`config.mk`:
```
export PLATFORM = sky130hd
export DESIGN_NAME = hack_screen_scanout_flat
export DESIGN_NICKNAME = d
export VERILOG_FILES = /design/src/rtl/hack_video_pkg.sv /design/src/rtl/hack_screen_scanout_if.sv /design/src/rtl/vga_timing.sv /design/src/rtl/hack_screen_scanout.sv /design/src/flat_wrapper.sv
export SDC_FILE = /design/constraint.sdc
export NUM_CORES = 1
export LEC_CHECK = 0
export CAP_MARGIN = 20
export CORE_ASPECT_RATIO = 0.75
export CORE_MARGIN = 8
export CORE_UTILIZATION = 50
export CTS_CLUSTER_DIAMETER = 40
export CTS_CLUSTER_SIZE = 40
export DETAILED_ROUTE_END_ITERATION = 16
export PLACE_DENSITY = 0.77
export SYNTH_ARGS = -nofsm -noshare
export SYNTH_HDL_FRONTEND = slang
export SYNTH_SLANG_ARGS = --single-unit
```
`constraint.sdc`:
```
create_clock -name clk -period 2.5 [get_ports clk]
set_input_delay 0.5 -clock clk [delete_from_list [all_inputs] [get_ports clk]]
set_output_delay 0.5 -clock clk [all_outputs]
set_load 0.01 [all_outputs]
```
`src/rtl/hack_video_pkg.sv`:
```
// Shared constants and types for the Hack screen scanout: 640x480@60 VGA
// timing, the 512x256 monochrome framebuffer geometry and counter widths.
package hack_video_pkg;

  localparam int H_VISIBLE = 640;
  localparam int H_FRONT   = 16;
  localparam int H_SYNC    = 96;
  localparam int H_BACK    = 48;
  localparam int H_TOTAL   = H_VISIBLE + H_FRONT + H_SYNC + H_BACK;

  localparam int V_VISIBLE = 480;
  localparam int V_FRONT   = 10;
  localparam int V_SYNC    = 2;
  localparam int V_BACK    = 33;

  localparam int FB_WIDTH      = 512;
  localparam int FB_HEIGHT     = 256;
  localparam int FB_ROW_WORDS  = 32;
  localparam int WORD_BITS     = 16;

  localparam int HCOUNT_W = 10;
  localparam int VCOUNT_W = 10;
  localparam int ROW_W    = 8;
  localparam int GROUP_W  = 5;
  localparam int ADDR_W   = ROW_W + GROUP_W;

  typedef logic [HCOUNT_W-1:0]  hcount_t;
  typedef logic [VCOUNT_W-1:0]  vcount_t;
  typedef logic [ADDR_W-1:0]    vaddr_t;
  typedef logic [WORD_BITS-1:0] vword_t;

endpackage

```
`src/rtl/hack_screen_scanout_if.sv`:
```
// VRAM pixel-port bundle: the scanout is the master issuing single-cycle
// reads, the video RAM is the slave returning data three cycles later.
interface hack_screen_scanout_if;
  import hack_video_pkg::*;

  logic   p_read;
  vaddr_t p_addr;
  vword_t p_dout;

  modport master (output p_read, output p_addr, input p_dout);
  modport slave  (input p_read, input p_addr, output p_dout);

endinterface

```
`src/rtl/vga_timing.sv`:
```
// VGA raster counters with registered sync and frame_start outputs; the
// visible flag is combinational on the current counters.
module vga_timing
  import hack_video_pkg::*;
#(
  parameter int V_ACTIVE = V_VISIBLE,
  parameter int V_FPORCH = V_FRONT,
  parameter int V_SWIDTH = V_SYNC,
  parameter int V_BPORCH = V_BACK
) (
  input  logic    clk,
  input  logic    resetn,
  output hcount_t hcount,
  output vcount_t vcount,
  output logic    visible,
  output logic    hsync,
  output logic    vsync,
  output logic    frame_start
);

  localparam hcount_t H_LAST   = hcount_t'(H_TOTAL - 1);
  localparam hcount_t HS_START = hcount_t'(H_VISIBLE + H_FRONT);
  localparam hcount_t HS_END   = hcount_t'(H_VISIBLE + H_FRONT + H_SYNC);
  localparam hcount_t H_VIS    = hcount_t'(H_VISIBLE);
  localparam vcount_t V_LAST   = vcount_t'(V_ACTIVE + V_FPORCH + V_SWIDTH + V_BPORCH - 1);
  localparam vcount_t VS_START = vcount_t'(V_ACTIVE + V_FPORCH);
  localparam vcount_t VS_END   = vcount_t'(V_ACTIVE + V_FPORCH + V_SWIDTH);
  localparam vcount_t V_VIS    = vcount_t'(V_ACTIVE);

  assign visible = (hcount < H_VIS) && (vcount < V_VIS);

  always_ff @(posedge clk or negedge resetn) begin
    if (!resetn) begin
      hcount      <= '0;
      vcount      <= '0;
      hsync       <= 1'b1;
      vsync       <= 1'b1;
      frame_start <= 1'b0;
    end else begin
      if (hcount == H_LAST) begin
        hcount <= '0;
        vcount <= (vcount == V_LAST) ? '0 : vcount + vcount_t'(1);
      end else begin
        hcount <= hcount + hcount_t'(1);
      end
      hsync       <= !((hcount >= HS_START) && (hcount < HS_END));
      vsync       <= !((vcount >= VS_START) && (vcount < VS_END));
      frame_start <= (hcount == '0) && (vcount == '0);
    end
  end

endmodule

```
`src/rtl/hack_screen_scanout.sv`:
```
// Hack framebuffer scanout: VRAM word fetch, 16-bit serialiser and video mux.
// Build option HACK_SCANOUT_BORDER_EN lights visible pixels outside the window.
module hack_screen_scanout
  import hack_video_pkg::*;
#(
  parameter int X0         = 64,
  parameter int Y0         = 112,
  parameter int FETCH_LEAD = 8,
  parameter int V_ACTIVE   = V_VISIBLE,
  parameter int V_FPORCH   = V_FRONT,
  parameter int V_SWIDTH   = V_SYNC,
  parameter int V_BPORCH   = V_BACK
) (
  input  logic                   clk,
  input  logic                   resetn,
  hack_screen_scanout_if.master  vram,
  output logic                   hsync,
  output logic                   vsync,
  output logic                   video,
  output logic                   frame_start
);

`ifdef HACK_SCANOUT_BORDER_EN
  localparam logic BORDER = 1'b1;
`else
  localparam logic BORDER = 1'b0;
`endif

  localparam hcount_t WIN_X0   = hcount_t'(X0);
  localparam hcount_t WIN_X1   = hcount_t'(X0 + FB_WIDTH);
  localparam vcount_t WIN_Y0   = vcount_t'(Y0);
  localparam vcount_t WIN_Y1   = vcount_t'(Y0 + FB_HEIGHT);
  localparam hcount_t FETCH_X0 = hcount_t'(X0 - FETCH_LEAD);
  localparam hcount_t FETCH_X1 = hcount_t'(X0 - FETCH_LEAD + FB_WIDTH);
  localparam vcount_t V_VIS    = vcount_t'(V_ACTIVE);

  hcount_t            hcount;
  vcount_t            vcount;
  logic               visible;
  hcount_t            hnext;
  logic [8:0]         fx;
  logic [3:0]         wx_lo;
  logic [ROW_W-1:0]   row;
  logic               win_line;
  logic               in_win;
  logic               fetch_next;
  logic               load;
  logic [2:0]         rd_pipe;
  vword_t             hold;
  vword_t             shift;
  vword_t             shift_next;
  logic               pix;

  vga_timing #(
    .V_ACTIVE (V_ACTIVE),
    .V_FPORCH (V_FPORCH),
    .V_SWIDTH (V_SWIDTH),
    .V_BPORCH (V_BPORCH)
  ) u_timing (
    .clk         (clk),
    .resetn      (resetn),
    .hcount      (hcount),
    .vcount      (vcount),
    .visible     (visible),
    .hsync       (hsync),
    .vsync       (vsync),
    .frame_start (frame_start)
  );

  // Fetches are decided one pixel early so the registered strobe lands on
  // its own hcount; fetch points never straddle a line end.
  assign hnext      = hcount + hcount_t'(1);
  assign fx         = 9'(hnext - FETCH_X0);
  assign wx_lo      = 4'(hcount - WIN_X0);
  assign row        = ROW_W'(vcount - WIN_Y0);
  assign win_line   = (vcount >= WIN_Y0) && (vcount < WIN_Y1);
  assign in_win     = win_line && (hcount >= WIN_X0) && (hcount < WIN_X1);
  assign fetch_next = win_line && (vcount < V_VIS) &&
                      (hnext >= FETCH_X0) && (hnext < FETCH_X1) && (fx[3:0] == 4'd0);
  assign load       = in_win && (wx_lo == 4'd0);

  // Rotating keeps every bit live; within a group it matches a plain shift.
  assign shift_next = load ? hold : {shift[0], shift[WORD_BITS-1:1]};

  always_comb begin
    pix = 1'b0;
    if (visible) pix = in_win ? ~shift_next[0] : BORDER;
  end

  always_ff @(posedge clk or negedge resetn) begin
    if (!resetn) begin
      vram.p_read <= 1'b0;
      vram.p_addr <= '0;
      rd_pipe     <= '0;
      hold        <= '0;
      shift       <= '0;
      video       <= 1'b0;
    end else begin
      vram.p_read <= fetch_next;
      if (fetch_next) vram.p_addr <= {row, fx[8:4]};
      rd_pipe <= {rd_pipe[1:0], vram.p_read};
      if (rd_pipe[2]) hold <= vram.p_dout;
      shift <= shift_next;
      video <= pix;
    end
  end

endmodule
```
`src/flat_wrapper.sv`:
```
// flat-port wrapper written by rule: the top's interface ports become plain ports
module hack_screen_scanout_flat import hack_video_pkg::*;
#(
  parameter int X0         = 64,
  parameter int Y0         = 112,
  parameter int FETCH_LEAD = 8,
  parameter int V_ACTIVE   = V_VISIBLE,
  parameter int V_FPORCH   = V_FRONT,
  parameter int V_SWIDTH   = V_SYNC,
  parameter int V_BPORCH   = V_BACK
)
  (clk, resetn, hsync, vsync, video, frame_start, vram_p_read, vram_p_addr, vram_p_dout);
  hack_screen_scanout_if vram_i ();
  input  logic clk;
  input  logic resetn;
  output logic hsync;
  output logic vsync;
  output logic video;
  output logic frame_start;
  output wire logic [$bits(vram_i.p_read)-1:0] vram_p_read;
  output wire logic [$bits(vram_i.p_addr)-1:0] vram_p_addr;
  input wire logic [$bits(vram_i.p_dout)-1:0] vram_p_dout;
  assign vram_p_read = vram_i.p_read;
  assign vram_p_addr = vram_i.p_addr;
  assign vram_i.p_dout = vram_p_dout;
  hack_screen_scanout #(.X0(X0), .Y0(Y0), .FETCH_LEAD(FETCH_LEAD), .V_ACTIVE(V_ACTIVE), .V_FPORCH(V_FPORCH), .V_SWIDTH(V_SWIDTH), .V_BPORCH(V_BPORCH)) u_core (.clk(clk), .resetn(resetn), .vram(vram_i), .hsync(hsync), .vsync(vsync), .video(video), .frame_start(frame_start));
endmodule
```
# == After elaboration in Yosys (flattened, before gate mapping) ==
# Index checks and enable logic that the tools add are counted.
# totals
register_bits,73
latch_bits,0
ram_bits,0
mem_bits_ro,0
inputBits,18
output_inout_bits,18
word_cells,54
memories,0
# op_classes
n_addsub,5
n_mul,0
div_mod_pow,0
n_lt_le_gt_ge,12
eq_ne,2
n_shift,0
muxes,5
bitwise,1
reduce_logical,18
# op_table
operator,n
10-bit < comparator (second input constant),4
10-bit by 9-bit < comparator with 1-bit output (second input constant),3
10-bit by 1-bit adder with 10-bit output (second input constant),2
10-bit == test (second input constant),2
10-bit by 7-bit >= comparator with 1-bit output (second input constant),2
10-bit logical NOT,2
10-bit 2-to-1 mux,2
16-bit 2-to-1 mux,1
1-bit logical AND,12
10-bit >= comparator (second input constant),1
10-bit by 6-bit >= comparator with 1-bit output (second input constant),1
10-bit by 9-bit >= comparator with 1-bit output (second input constant),1
9-bit by 6-bit subtractor with 9-bit output (second input constant),1
4-bit logical NOT,2
8-bit by 7-bit subtractor with 8-bit output (second input constant),1
4-bit by 1-bit subtractor with 4-bit output (second input constant),1
1-bit logical NOT,2
1-bit 2-to-1 mux,2
1-bit NOT,1

# == Depth between registers and ports, before layout ==
# depth
word_depth,9
mapped_depth,8
mapped_depth_nobuf,8

# == By module ==
# A second synthesis with hierarchy kept.
# unflattened
cells_unflattened,253
hier_area_um2,3298.2
# by_module_without_submodules
module,instances,cells_per_inst,area_each_um2,seq_area_each_um2
hack_screen_scanout,1,136,2114.5,1251.2
vga_timing,1,117,1183.6,578.1

# == Least setup slack after synthesis ==
# Ideal clock, no wire load.
# synth_timing
path_kind,register to register
from,reg u_core.u_timing.vcount[5]
to,reg u_core.vram.p_addr[0]
setup_ps,125
arrival_time_ps,2402
required_ps,2375
slack_ps,-27
stages_incl_launch_ff,9
n_path_buf,1
period_less_slack_ps,2527
path_cell_list,dfrtp_1 ha_1 a21oi_1 xnor2_1 nand2_1 or4_4 a311oi_2 buf_6 mux2_4
# synth_between
elab_chain_len,6
word_cells_on_any_way,8
classes_between,3 x order compare; 5 x reduce/logical
# synth_rtl
item,line,rtl
from (decl),vga_timing.sv:14,"output vcount_t vcount,"
from (signal assigned),vga_timing.sv:42,vcount <= (vcount == V_LAST) ? '0 : vcount + vcount_t'(1);
10-bit by 7-bit >= comparator with 1-bit output / 10-bit by 9-bit < comparator with 1-bit output (equally long branches),hack_screen_scanout.sv:76,assign win_line = (vcount >= WIN_Y0) && (vcount < WIN_Y1);
1-bit logical AND,hack_screen_scanout.sv:76,
1-bit logical AND * (2 in a row),hack_screen_scanout.sv:78,assign fetch_next = win_line && (vcount < V_VIS) &&
1-bit logical AND * (2 in a row),hack_screen_scanout.sv:79,(hnext >= FETCH_X0) && (hnext < FETCH_X1) && (fx[3:0] == 4'd0);
net u_core.fetch_next,hack_screen_scanout.sv:46,logic fetch_next;
to (signal assigned),hack_screen_scanout.sv:100,"if (fetch_next) vram.p_addr <= {row, fx[8:4]};"
to (decl),hack_screen_scanout_if.sv:10,"modport master (output p_read, output p_addr, input p_dout);"
# The timed path passes the listed nets; every way through them passes the cells marked *.
# A chain may end at the register's enable or synchronous reset.

# == Final worst setup path ==
# layout_timing
from,reg u_core.u_timing.hcount[0]
to,reg u_core.vram.p_addr[5]
# layout_between
elab_chain_len,5
word_cells_on_any_way,8
classes_between,2 x add/sub; 2 x order compare; 4 x reduce/logical
# layout_rtl
item,line,rtl
from (decl),vga_timing.sv:13,"output hcount_t hcount,"
from (signal assigned),vga_timing.sv:44,hcount <= hcount + hcount_t'(1);
10-bit by 1-bit adder with 10-bit output *,hack_screen_scanout.sv:72,assign hnext = hcount + hcount_t'(1);
branches (longest 3 deep; another with 9-bit by 6-bit subtractor with 9-bit output),n/a,
1-bit logical AND *,hack_screen_scanout.sv:79,
# Mark *: on every way between the ends.

==> flow_summary_export.csv <==
group,metric,value,unit
global_route,overflow,0,
cts,htree_levels,3,
cts,clock_tree.buffer_depth,2,
floorplan,initial_core_util,52.0,%
sta,min_period_over_period,101,%
cts,clkLatencyLatePin,0.35,ns
worst_setup_path,worst_setup_path_end_kind,"flip-flop",
cts,cts.hold.buffers_added,0,
yosys,synth-edff-count,0,
route,wl,6.53,mm
worst_setup_path,r2r_end,"u_core.vram.p_addr[5]$_DFFE_PN0P_",
yosys,synth_cell_types,44,
route,dr.pass1.iters,5,
cts,clkTransAtPathRegs,0.08,ns
finish,antenna_cells,0,
worst_setup_path,start_kind,"flip-flop",
worst_setup_path,timing.rr.start,"u_core.u_timing.hcount[0]$_DFF_PN0_",
power,total_leakage_power,1.94,nW
yosys,syn-cell-area,3300,sq um
sta,final_max_slew_viol_count,0,
job,cap_violations,0,
sta,tightest_slew,0.707,ns
sta,setup_violations,11,
yosys,async_flop_share,100,%
cts,cts_num_sinks,73,
route,drt_iter0_markers,127,
sta,rsz0062_at_grt,"true",
yosys,synthFlopType,"dfrtp_1",
global_route,grt_usage,15.1,%
run_status,outcome,"complete, but fails checks",
placement,dp_hpwl,4.56,mm
route,drc,0,
finish,drive_gt1_share,29.8,%
worst_setup_path,r2r_slack,-0.02,ns
global_route,grt_pass1_vias,2233,
floorplan,row_count,25,
global_route,grt_pass1_wl,11.1,mm
yosys,syn_inst,262,
worst_setup_path,arrival,2.74,ns
power,fin_total_pwr,2.13,mW
sta,finalClockSkew,0.00855,ns
placement,gp_congestion,0.918,
cts,cts_tree,"yes",
min_path,hold_class,"in2async",
placement,io_buffer_count,35,
sta,max_freq,0.397,GHz
sta,final_hold_viol_count,0,
run_status,violations,"setup timing",
global_route,grt_max_degree,74,
yosys,ys_seq_elements,73,
floorplan,die_h,86.4,microns
global_route,antenna_found_initial,0,
sta,fin_crit,2.52,ns
worst_setup_path,rr_worst_depth,8,
sta,fin_ws,-0.0166,ns
worst_setup_path,crit_required,2.73,ns
yosys,yosysWarnings,0,
route,avgRoutedWirePerCell,16.1,microns
route,viasPerCell,5.30,
floorplan,core,6350,sq um
worst_setup_path,crit_fanout,6,
route,vias,2152,
yosys,synth_fp_nets,290,
sta,relSlewSlack,52.9,%
floorplan,die_area,9480,sq um
power,ir_drop,0.392,mV
cts,cts_buffers,9,
yosys,syn_area_per_cell,12.6,sq um
finish,finalNetCount,348,
finish,syn2layout_area_growth,24.5,%
cts,cts-root-buf,"clkbuf_8",
yosys,seq_area_frac_synth,55.4,%
route,antenna_left,0,
floorplan,die_w,110,microns
power,power_density,519,nW/um^2
floorplan,ioPinCount,36,
finish,fillers,483,
placement,place_ws,-0.0482,ns
worst_setup_path,criticalPathCategory,"reg2reg",
-- routing by layer --
metal,track usage [%],wire length (microns),part of all wire (%),vias to the layer above
met5,0,0,0,-
met4,5.50,78,1.2,0
met3,4.30,390,6.0,5
met2,20.6,2790,43,67
met1,21.9,3280,50,1048
li1,-,-,-,1032
-- final cells by class --
class	instances	area (sq um)	share of cell area [%]
flip-flops and latches	73	1830	44.5
well taps	81	101	2.47
repair buffers	57	531	12.9
clock buffers	10	128	3.11
inverters	11	41.3	1.01
clock inverters	6	67.6	1.64
multi-input cells	168	1410	34.3
-- report_power, final --
part,internal [mW],switching [mW]
sequential,1.18,0
combinational,0.0255,0.0250
clock,0.464,0.436
-- critical path, stage by stage (launching register included) --
cell,delay [ns]
dfrtp_1,0.39
buf_4,0.13
nand3_2,0.13
xor2_1,0.19
buf_4,0.15
or4_4,0.55
a311oi_4,0.36
buf_6,0.20
mux2_4,0.31
-- registers in the layout (all words and copies together) (netlist names) --
register,flops
u_core.shift,16
u_core.u_timing.hcount,10
u_core.u_timing.vsync,1
u_core.u_timing.frame_start,1
u_core.u_timing.hsync,1
u_core.vram.p_addr,13
u_core.rd_pipe,3
u_core.video,1
u_core.hold,16
u_core.vram.p_read,1
u_core.u_timing.vcount,10
-- cells in the mapped netlist, drive strengths merged, types with 2 or more instances --
cell,n,share of area [%]
o31ai,2,0.45
o21ai,14,2.1
a31oi,2,0.38
mux2,44,16
nand3,8,1.4
and3,4,0.76
xnor2,10,2.7
inv,11,1.3
nor3,5,0.91
dfstp,2,1.6
xor2,9,2.4
buf,6,1.1
nand2,19,2.2
dfrtp,71,54
a21oi,4,0.61
nand4,4,0.95
clkbuf,4,0.45
nor2,10,1.4
or4,4,1.0
ha,10,3.8
and2,3,0.57
o211ai,2,0.45
nor4,3,0.76
-- kinds of logic after synthesis --
| group | after synthesis | share of synthesized area (%) |
|---|---|---|
| compound gates | 28 | 5.31 |
| simple gates | 66 | 11.3 |
| mux | 45 | 16.3 |
| xor+xnor | 19 | 5.04 |
| fa+ha+maj | 10 | 3.79 |
| flops | 73 | 55.4 |
| buf+inv | 21 | 2.77 |
-- cell usage in the layout (no fill, tap or decap), drive strengths merged, types with 12 or more instances in the layout --
cell type      netlist  routed
dfrtp               71      71
nand2               19      19
mux2                44      44
inv                 11      12
clkdlybuf4s50        0      34
buf                  6      23
o21ai               14      14
-- per-stage QoR --
step / utilization [%] / setup TNS, ns / cell area (sq um) / instances / hold slack, ns
2_1_floorplan: - / 0 / 3310 / 262 / 0.204
3_3_place_gp: 60.6 / 0 / 3850 / 385 / 0.333
3_5_place_dp: 60.6 / -0.359 / 3850 / 385 / 0.340
4_1_cts: 64.2 / 0 / 4080 / 404 / 0.189
5_1_grt: 64.7 / -1.11 / 4110 / 406 / 0.203
6_report: 64.7 / -0.0896 / 4110 / 406 / 0.153
-- timing repair --
item / 4_1_cts / 5_1_grt
resized for setup: 3 / 5
setup buffers: 3 / 2
hold endpoints to repair: 0 / 0
pin swaps: 0 / 6
setup endpoints to repair: 12 / 12
gates cloned: 0 / 0
-- how the worst max path moves through the flow --
stage                                                     start                                 end  depth (start not counted)
after CTS                 u_core.u_timing.vcount[4]$_DFFE_PN0P_  u_core.vram.p_addr[10]$_DFFE_PN0P_                          8
after floorplan           u_core.u_timing.vcount[5]$_DFFE_PN0P_   u_core.vram.p_addr[0]$_DFFE_PN0P_                          8
after global routing      u_core.u_timing.vcount[5]$_DFFE_PN0P_   u_core.vram.p_addr[1]$_DFFE_PN0P_                          8
after detailed placement    u_core.u_timing.hcount[0]$_DFF_PN0_  u_core.vram.p_addr[11]$_DFFE_PN0P_                          8
after global placement      u_core.u_timing.hcount[0]$_DFF_PN0_  u_core.vram.p_addr[11]$_DFFE_PN0P_                          8
final                       u_core.u_timing.hcount[0]$_DFF_PN0_   u_core.vram.p_addr[5]$_DFFE_PN0P_                          8
Power figures use the tool's default switching activity.
==> RTL change, RTL diff (same settings) <==
Set the package constant `WORD_BITS` to 18 (it was 16).
--- a/src/rtl/hack_video_pkg.sv
+++ b/src/rtl/hack_video_pkg.sv
@@ -16,7 +16,7 @@
   localparam int FB_WIDTH      = 512;
   localparam int FB_HEIGHT     = 256;
   localparam int FB_ROW_WORDS  = 32;
-  localparam int WORD_BITS     = 16;
+  localparam int WORD_BITS     = 18;
 
   localparam int HCOUNT_W = 10;
   localparam int VCOUNT_W = 10;
Interface: changed (resized vram_p_dout); port bits go from 36 to 38. The function was not compared with the original's and may differ.
==> RTL change against the original RTL <==
- non-clock buffer count grew 8
- sequential cell count grew 4
- critical path depth rose by 1
- cell area is 9.5% higher
- setup slack improved by 0.036 ns
- via count up 5.9%
- combinational power grew 2%
- total power is 11% higher
- utilization up 1.8 points
- synthesized area is 5.4% higher
- routed wire length up 14%
- final cell count up 4.7%
- largest power group unchanged
==> RTL change: results (changes against the original RTL) <==
| Metric | Value |
|---|---|
| Outcome | finished, final reports clean (was complete, but fails checks) |
| Pleak | 2.10 nW (was 1.94 nW) |
| Via Count | 2280 (was 2152) |
| M1 GR Usage | 20.2% (was 21.9%) |
| Worst hold slack | 0.295 ns (was 0.153 ns) |
| CP max FO | 4 (was 6) |
| Total routed wirelength | 7430 µm (was 6530 µm) |
| Largest delay share family, worst path | compound AO/OA/AOI/OAI gates (was simple AND/OR/NAND/NOR gates) |
| Synth Net Count | 301 (was 290) |
| Nets | 366 (was 348) |
| Clock skew | 0.00800 ns (was 0.00855 ns) |
| Post-synthesis mux area share | 16.8% (was 16.3%) |
| Global Route Usage Sum | 15.2% (was 15.1%) |
| Layout cell share with drive strength beyond 1 | 37.2% (was 29.8%) |
| Drt initial violations | 151 (was 127) |
| Slew headroom | 36.9% (was 52.9%) |
| Pin count of the biggest net entering global routing | 78 (was 74) |
| Routing usage on met2 | 23.7% (was 20.6%) |
| Complex-gate fraction of the synthesized area | 4.82% (was 5.31%) |
| CP max stage delay | 0.43 ns (was 0.55 ns) |
| Final GP Congestion | 0.904 (was 0.918) |
| Drt pass-1 iters | 4 (was 5) |
| VDD IR max | 0.350 mV (was 0.392 mV) |
| Flop-to-flop setup slack | 0.02 ns (was -0.02 ns) |
| Seq/Total Area, Yosys | 55.5% (was 55.4%) |
| Synth cell types | 45 (was 44) |
| Global-route wire length before repair | 11700 µm (was 11100 µm) |
| Area contributors post-synth | dfrtp_1 (54%), mux2_2 (12%), mux2_4 (3.9%) (was dfrtp_1 (54%), mux2_2 (12%), mux2_4 (4.1%)) |
| Vias/cell | 5.36 (was 5.30) |
| Launch point of the critical path | u_core.u_timing.hcount[1] (was u_core.u_timing.hcount[0]) |
| WL met3 | 400 µm (was 390 µm) |
| Area after DPL | 4060 µm² (was 3850 µm²) |
| Pre-CTS setup slack | -0.0381 ns (was -0.0482 ns) |
| Met2 routed wirelength | 3500 µm (was 2790 µm) |
| Synth Area per Inst | 12.8 µm² (was 12.6 µm²) |
| PortBufs | 37 (was 35) |
| XOR/XNOR Fraction of Synth Area | 5.04% (about the same) |
==> RTL change: cell count changes after synthesis, moves of 2 or more <==
cell      before  now
mux2_1         0    3
dfrtp_1       71   75
inv_1         10    8
and4_1         0    2
nand2_2        0    2
nand2_1       19   17
nor3_1         4    7
nand4_1        3    5
clkbuf_1       4    6
o21ai_0       14   12
==> RTL change: repair_timing <==
action,in CTS,in global routing
gates cloned,0,1
endpoints found under the setup margin,12,12
pin swaps,0,10
gates resized for setup,1,27
buffers inserted,1,7
==> RTL change: area by class of cell <==
cell class	instances	area share, %
Timing Repair Buffer	65	13.7
Clock inverter	7	2.36
Multi-Input combinational cell	173	34.9
Clock buffer	9	2.75
Sequential cell	77	43.1
Tap cell	84	2.34
Inverter	10	0.834
==> RTL change: cells by family (layout without fill, tap and decap cells) <==
logic type,after synthesis,in the layout
multiplexers,49,49
flip-flops,77,77
buffers and inverters,21,91
XOR/XNOR,20,20
AO/OA/AOI/OAI,25,25
adder cells (fa/ha/maj),10,10
AND/OR/NAND/NOR,69,69
==> RTL change: report_power, final <==
part	internal [mW]	total (mW)	switching [mW]
clock	0.579	1.07	0.493
combinational	0.0253	0.0518	0.0265
sequential	1.24	1.24	0
==> RTL change: how the worst max path moves through the flow <==
stage	slack [ns]	end	depth (start not counted)
after floorplan	0.01	u_core.vram.p_addr[10]	8
after global placement	0.06	u_core.vram.p_addr[12]	8
after detailed placement	-0.04	u_core.vram.p_addr[1]	8
after CTS	0.005	u_core.vram.p_addr[12]	8
after global routing	-0.03	u_core.vram.p_addr[3]	9
final	0.02	u_core.vram.p_addr[3]	9
